`config.mk`:
```
export PLATFORM = sky130hd
export DESIGN_NAME = dmem_arbiter
export DESIGN_NICKNAME = d
export VERILOG_FILES = /design/src/rtl/dmem_arbiter.sv
export SDC_FILE = /design/constraint.sdc
export NUM_CORES = 1
export LEC_CHECK = 0
export ABC_AREA = 1
export ABC_CLOCK_PERIOD_IN_PS = 2700
export BUFFER_PORTS_ARGS = -buffer_cell sky130_fd_sc_hd__buf_2
export CAP_MARGIN = 20
export CORE_MARGIN = 3
export CORE_UTILIZATION = 45
export DETAILED_ROUTE_END_ITERATION = 12
export GPL_TIMING_DRIVEN = 0
export PLACE_DENSITY = 0.85
export SLEW_MARGIN = 10
export SYNTH_ARGS = -nofsm -noshare
export SYNTH_HDL_FRONTEND = slang
export SYNTH_SLANG_ARGS = --single-unit
```
`constraint.sdc`:
```
create_clock -name clk -period 2.7 [get_ports clk]
set_input_delay 0.54 -clock clk [delete_from_list [all_inputs] [get_ports clk]]
set_output_delay 0.54 -clock clk [all_outputs]
set_load 0.01 [all_outputs]
```
`src/rtl/dmem_arbiter.sv`:
```
// dmem_arbiter: shares the single-port data memory between the CPU load/store
// port and a periodic display-refresh reader that fetches one fixed word.
// Optional build macro DMEM_ARB_STARVE_GUARD_EN adds a starvation counter that
// forces a display grant after STARVE_LIMIT waiting cycles; without it the CPU
// has strict priority.
module dmem_arbiter #(
  parameter int ADDR_W         = 4,
  parameter int REFRESH_CYCLES = 1024,
  parameter int STARVE_LIMIT   = 8,
  parameter int DISP_ADDR      = 0
) (
  input  logic              clk,
  input  logic              reset,
  input  logic              cpu_req,
  input  logic              cpu_we,
  input  logic [ADDR_W-1:0] cpu_addr,
  input  logic [31:0]       cpu_wdata,
  output logic [31:0]       cpu_rdata,
  output logic              cpu_ready,
  output logic              mem_en,
  output logic              mem_we,
  output logic [ADDR_W-1:0] mem_addr,
  output logic [31:0]       mem_wdata,
  input  logic [31:0]       mem_rdata,
  output logic [31:0]       disp_word,
  output logic              disp_update
);

  localparam int DATA_W  = 32;
  localparam int TIMER_W = (REFRESH_CYCLES > 1) ? $clog2(REFRESH_CYCLES) : 1;
  localparam logic [TIMER_W-1:0] TIMER_LAST = TIMER_W'(REFRESH_CYCLES - 1);
  localparam logic [ADDR_W-1:0]  DISP_WADDR = ADDR_W'(DISP_ADDR);

  // Reject configurations the refresh timer and starve counter cannot support.
  if (REFRESH_CYCLES < 4 || STARVE_LIMIT < 1) begin : g_bad_params
    $error("dmem_arbiter: need REFRESH_CYCLES >= 4 and STARVE_LIMIT >= 1");
  end

  typedef enum logic [1:0] {
    IDLE      = 2'd0,
    CPU_DONE  = 2'd1,
    DISP_DONE = 2'd2
  } state_t;

  state_t              state;
  state_t              state_next;
  logic [TIMER_W-1:0]  timer;
  logic                timer_wrap;
  logic                disp_pending;
  logic                forced;
  logic                cpu_grant;
  logic                disp_grant;
  logic [DATA_W-1:0]   disp_word_q;

  assign timer_wrap = (timer == TIMER_LAST);

  // State register; reset abandons any in-flight access.
  always_ff @(posedge clk) begin
    if (reset) state <= IDLE;
    else       state <= state_next;
  end

  // Arbitration, memory strobes and completion outputs. Everything is gated
  // by reset so no access or completion pulse escapes while reset is high.
  always_comb begin
    state_next  = state;
    cpu_grant   = 1'b0;
    disp_grant  = 1'b0;
    mem_en      = 1'b0;
    mem_we      = 1'b0;
    mem_addr    = cpu_addr;
    mem_wdata   = cpu_wdata;
    cpu_ready   = 1'b0;
    cpu_rdata   = '0;
    disp_update = 1'b0;
    disp_word   = disp_word_q;
    if (!reset) begin
      case (state)
        IDLE: begin
          if (disp_pending && forced) disp_grant = 1'b1;
          else if (cpu_req)           cpu_grant  = 1'b1;
          else if (disp_pending)      disp_grant = 1'b1;

          if (cpu_grant) begin
            mem_en     = 1'b1;
            mem_we     = cpu_we;
            state_next = CPU_DONE;
          end else if (disp_grant) begin
            mem_en     = 1'b1;
            mem_addr   = DISP_WADDR;
            state_next = DISP_DONE;
          end
        end
        CPU_DONE: begin
          // Memory data arrives one cycle after the grant; for stores it is
          // simply ignored by the CPU.
          cpu_ready  = 1'b1;
          cpu_rdata  = mem_rdata;
          state_next = IDLE;
        end
        DISP_DONE: begin
          // Present the fresh word in the same cycle as the update pulse.
          disp_update = 1'b1;
          disp_word   = mem_rdata;
          state_next  = IDLE;
        end
        default: state_next = IDLE;
      endcase
    end
  end

  // Free-running refresh period counter.
  always_ff @(posedge clk) begin
    if (reset)           timer <= '0;
    else if (timer_wrap) timer <= '0;
    else                 timer <= timer + 1'b1;
  end

  // One outstanding refresh request; a wrap wins over a same-cycle grant so
  // that period is not lost, and extra wraps are absorbed.
  always_ff @(posedge clk) begin
    if (reset)           disp_pending <= 1'b0;
    else if (timer_wrap) disp_pending <= 1'b1;
    else if (disp_grant) disp_pending <= 1'b0;
  end

  // Holding register for the display word between refreshes.
  always_ff @(posedge clk) begin
    if (reset)            disp_word_q <= '0;
    else if (disp_update) disp_word_q <= mem_rdata;
  end

`ifdef DMEM_ARB_STARVE_GUARD_EN
  localparam int STARVE_W = $clog2(STARVE_LIMIT + 1);
  localparam logic [STARVE_W-1:0] STARVE_MAX = STARVE_W'(STARVE_LIMIT);

  logic [STARVE_W-1:0] starve_cnt;

  // Count cycles the display has waited; saturate so forcing stays asserted.
  always_ff @(posedge clk) begin
    if (reset)
      starve_cnt <= '0;
    else if (disp_grant)
      starve_cnt <= '0;
    else if (disp_pending && (starve_cnt != STARVE_MAX))
      starve_cnt <= starve_cnt + 1'b1;
  end

  assign forced = (starve_cnt == STARVE_MAX);
`else
  // Strict CPU priority: the display only uses cycles the CPU leaves idle.
  assign forced = 1'b0;
`endif

endmodule

```
# --- Yosys cells after proc, flatten, opt, wreduce, memory -nomap -nowiden ---
# Cells that the tools add are included.
totals:
  register_bits: 45
  latchBits: 0
  ramBits: 0
  romBits: 0
  inputBits: 72
  output_inout_bits: 104
  wordCells: 48
  memories: 0
classes:
  n_addsub: 1
  n_mul: 0
  n_div: 0
  n_lt_le_gt_ge: 0
  n_eq_ne: 3
  shifts: 0
  n_mux: 32
  bitwise_logic: 1
  reduce_logical: 6
op_table:
  columns: ["operator", "count"]
  rows:
  - ["$mux 32", 4]
  - ["$mux 1", 24]
  - ["$mux 4", 4]
  - ["$add 10x1->10 const B", 1]
  - ["$eq 10x10->1 const B", 1]
  - ["$reduce_bool 2->1", 2]
  - ["$reduce_or 2->1", 2]
  - ["$reduce_or 3->1", 1]
  - ["$eq 2x1->1 const B", 1]
  - ["$eq 2x2->1 const B", 1]
  - ["$logic_not 2->1", 1]
  - ["$not 1->1", 1]

# --- Depth between registers and ports, before layout ---
depth:
  depth_word: 8
  depth_mapped: 8
  mapped_depth_nobuf: 7

# --- Least setup slack after synthesis ---
# Ideal clock, no wire load.
synth_timing:
  kind: "input to output"
  startpoint: "input port reset"
  endpoint: "output port disp_word[10]"
  t_arrival_ns: 1.273
  required_ns: 2.160
  path_slack_ns: 0.887
  cell_stages: 6
  path_buffers: 3
  path_cell_list: "buf_2 > inv_2 > nand2_2 > buf_6 > buf_6 > o21ai_2"
synth_between:
  elab_chain_len: 1
synth_rtl:
  columns: ["item", "line_no", "rtl"]
  rows:
  - ["start: declaration", "13", "input logic reset,"]
  - ["$mux 32", "77", "if (!reset) begin"]
  - ["end: declaration", "25", "output logic [31:0] disp_word,"]
# Every way passes these cells.

# --- Worst setup path after layout ---
layout_timing:
  startpoint: "input port reset"
  endpoint: "output port cpu_rdata[3]"
layout_between:
  elab_chain_len: 1
layout_rtl:
  columns: ["item", "line_no", "rtl"]
  rows:
  - ["$mux 32", "77", null]
  - ["end: declaration", "18", "output logic [31:0] cpu_rdata,"]
# Every way passes these cells.

==> flow_metrics.env <==
export IMPL_cts_resized=0
export IMPL_grt_overflow=0
export IMPL_fp_dieArea_sq_um=6810
export IMPL_routed_wl_mm=6.99
export IMPL_grt_pass1_vias=2489
export IMPL_worst_r2r_setup_slack_ns=1.32
export IMPL_grtUsageTotal=0.194
export IMPL_drt_initial_drc_count=77
export IMPL_rsz0062_at_grt="false"
export IMPL_area_delta_synth_final_pct=33.7
export IMPL_synth_top_area_share=0.342
export IMPL_postCtsSetupBuffers=0
export IMPL_layout_drive_gt1_share=0.413
export IMPL_ys_flop_type="dfxtp_1"
export IMPL_drv_cap=0
export IMPL_floorplan_initialDensity=0.473
export IMPL_core_region_area_sq_um=5570
export IMPL_final_common_cell="buf_2"
export IMPL_hpwl_mm=5.56
export IMPL_clk_pin_slew_worst_paths_ns=0.07
export IMPL_hold_buffers=0
export IMPL_yosysWarnings=0
export IMPL_cts_tree="done"
export IMPL_cpMostUsedCell="buf_2"
export IMPL_setup_tns_final_ns=0
export IMPL_slew_headroom=0.661
export IMPL_drt_pass1_iterations=5
export IMPL_synth_top_area_cell="dfxtp_1"
export IMPL_async_reset_ff_frac=0
export IMPL_crit_slowest_cell="buf_2"
export IMPL_ios=176
export IMPL_seq_area_frac_synth=0.342
export IMPL_synthCells=400
export IMPL_die_w_um=82.5
export IMPL_worstPathCellList="buf_2, inv_2, nand2_1, buf_2, nor2_1, buf_2"
export IMPL_syn_area_per_cell_sq_um=6.58
export IMPL_root_buffer="clkbuf_8"
export IMPL_num_rows=27
export IMPL_layout_common_cells="buf_2 (152), nand2_1 (117), nor2_1 (51)"
export IMPL_htree_num_levels=2
export IMPL_max_stage_delay_ns=0.25
export IMPL_fin_crit_ns=2.11
export IMPL_setup_viol=0
export IMPL_slew_violations=0
export IMPL_cts_sinks=45
export IMPL_layout_nets=622
export IMPL_min_path_type="reg -> reg"
export IMPL_crit_arrival_ns=1.57
export IMPL_synth_edff_count=0
export IMPL_grt_pass1_wl_mm=10.4
export IMPL_cp_start_kind="input pin"
export IMPL_yosysUniqueCellTypes=22
export IMPL_leakagePower_nw=1.92
export IMPL_max_freq_ghz=0.474
export IMPL_final_area_sq_um=3520
export IMPL_netlist_area_sq_um=2630
export IMPL_critPathKind="in -> out"
export IMPL_worstPathMaxFanout=10
export IMPL_antenna_found_initial=0
export IMPL_synth_seq_cells=45
export IMPL_outcome="finished, final reports clean"
export IMPL_cp_required_ns=2.16
export IMPL_die_y_um=82.5
export IMPL_gp_congestion=0.823
export IMPL_post_route_period_util=0.782
export IMPL_cts_max_path_buffers=2
export IMPL_place_area_sq_um=3430
export IMPL_diodes=0
export IMPL_cts_made_buffers=5
export IMPL_r2r_start="timer[0]"
export IMPL_remaining_drc_errors=0
export IMPL_crit_start="reset"
export IMPL_skew_ns=0.00722
export IMPL_hold_viol_final=0
export IMPL_syn_num_nets=473
export IMPL_tightestPinTransition_ns=0.508
export IMPL_min_delay_start="timer[0]"
export IMPL_grt_start_max_net_pins=13
export IMPL_endpoint_kind="primary output"
export IMPL_ant_nets=0
export IMPL_wire_per_inst_um=11.3
export IMPL_netlist_top_cells_area="dfxtp_1 (34%), nand2_1 (17%), buf_4 (9.1%), o21ai_2 (7.6%), nor2_1 (7.3%)"
export IMPL_clk_latency_ns=0.29
export IMPL_vias=2874
export IMPL_power_per_cell_area_nw_per_um2=360
export IMPL_irDropWorstVdd_v=0.000300
export IMPL_numPortBuffers=142
export IMPL_viasPerCell=4.63
-- final timing paths --
path | end | cells past startpoint
max | cpu_rdata[3] | 6
min | timer[0] | 1
max reg2reg | timer[9] | 6
min reg2reg | timer[0] | 1
-- power breakdown --
part	total (W)	internal, W	switching [W]
Sequential	0.000670	0.000668	0.00000280
Combinational	0.000191	0.0000912	0.000100
Clock	0.000407	0.000203	0.000204
Total	0.00127	0.000962	0.000307
-- logic make-up (layout without fill, tap and decap cells) --
family | Yosys count | count (layout) | synth area share
DFF | 45 | 45 | 0.342
buffers and inverters | 102 | 251 | 0.213
xor gates and xnor gates | 3 | 3 | 0.00998
adders and majority gates | 1 | 1 | 0.00475
and+or+nand+nor | 183 | 183 | 0.272
AOI/OAI and AO/OA | 66 | 66 | 0.158
-- flip-flops by register name, indices dropped and copies added (netlist names) --
signal / count
disp_pending: 1
timer: 10
disp_word_q: 32
state: 2
-- area by class of cell --
type	instances	area [sq um]
clock buffers	7	86.3
repair buffers	142	711
inverters	50	188
well taps	72	90.1
flip-flops and latches	45	901
multi-input cells	253	1170
plain buffers	52	374
fillers	530	2050
-- cells in the mapped netlist, types with 2 or more instances --
library cell,number
inv_1,48
nand2_1,117
a21oi_1,34
clkbuf_1,3
o21ai_1,9
nor2_2,2
inv_2,2
buf_2,10
buf_4,32
buf_6,6
nor2_1,51
nand2_2,3
nand3_1,7
xor2_1,2
o21ai_2,23
dfxtp_1,45
-- per-layer routing --
metal	up-vias	GRT usage	part of all wire
li1	1484	-	-
met1	1269	0.228	0.39
met2	113	0.353	0.51
met3	8	0.0380	0.089
met4	0	0.0621	0.0079
met5	-	0	0
-- metrics by stage --
step	std cells	total power [W]	hold slack, ns	utilization	worst slack (ns)
2_1_floorplan	400	0.000795	0.418	-	0.887
3_3_place_gp	614	0.000874	0.428	0.616	0.607
3_5_place_dp	614	0.000879	0.445	0.616	0.614
4_1_cts	621	0.00128	0.457	0.632	0.580
5_1_grt	621	0.00134	0.467	0.632	0.495
6_report	621	0.00127	0.448	0.632	0.589
-- critical path, delay by kind of cell --
family / cells / cell delay (ns)
and+or+nand+nor: 2 / 0.33
buffers and inverters: 4 / 0.70
No activity file was read; power rests on OpenSTA's default activity.
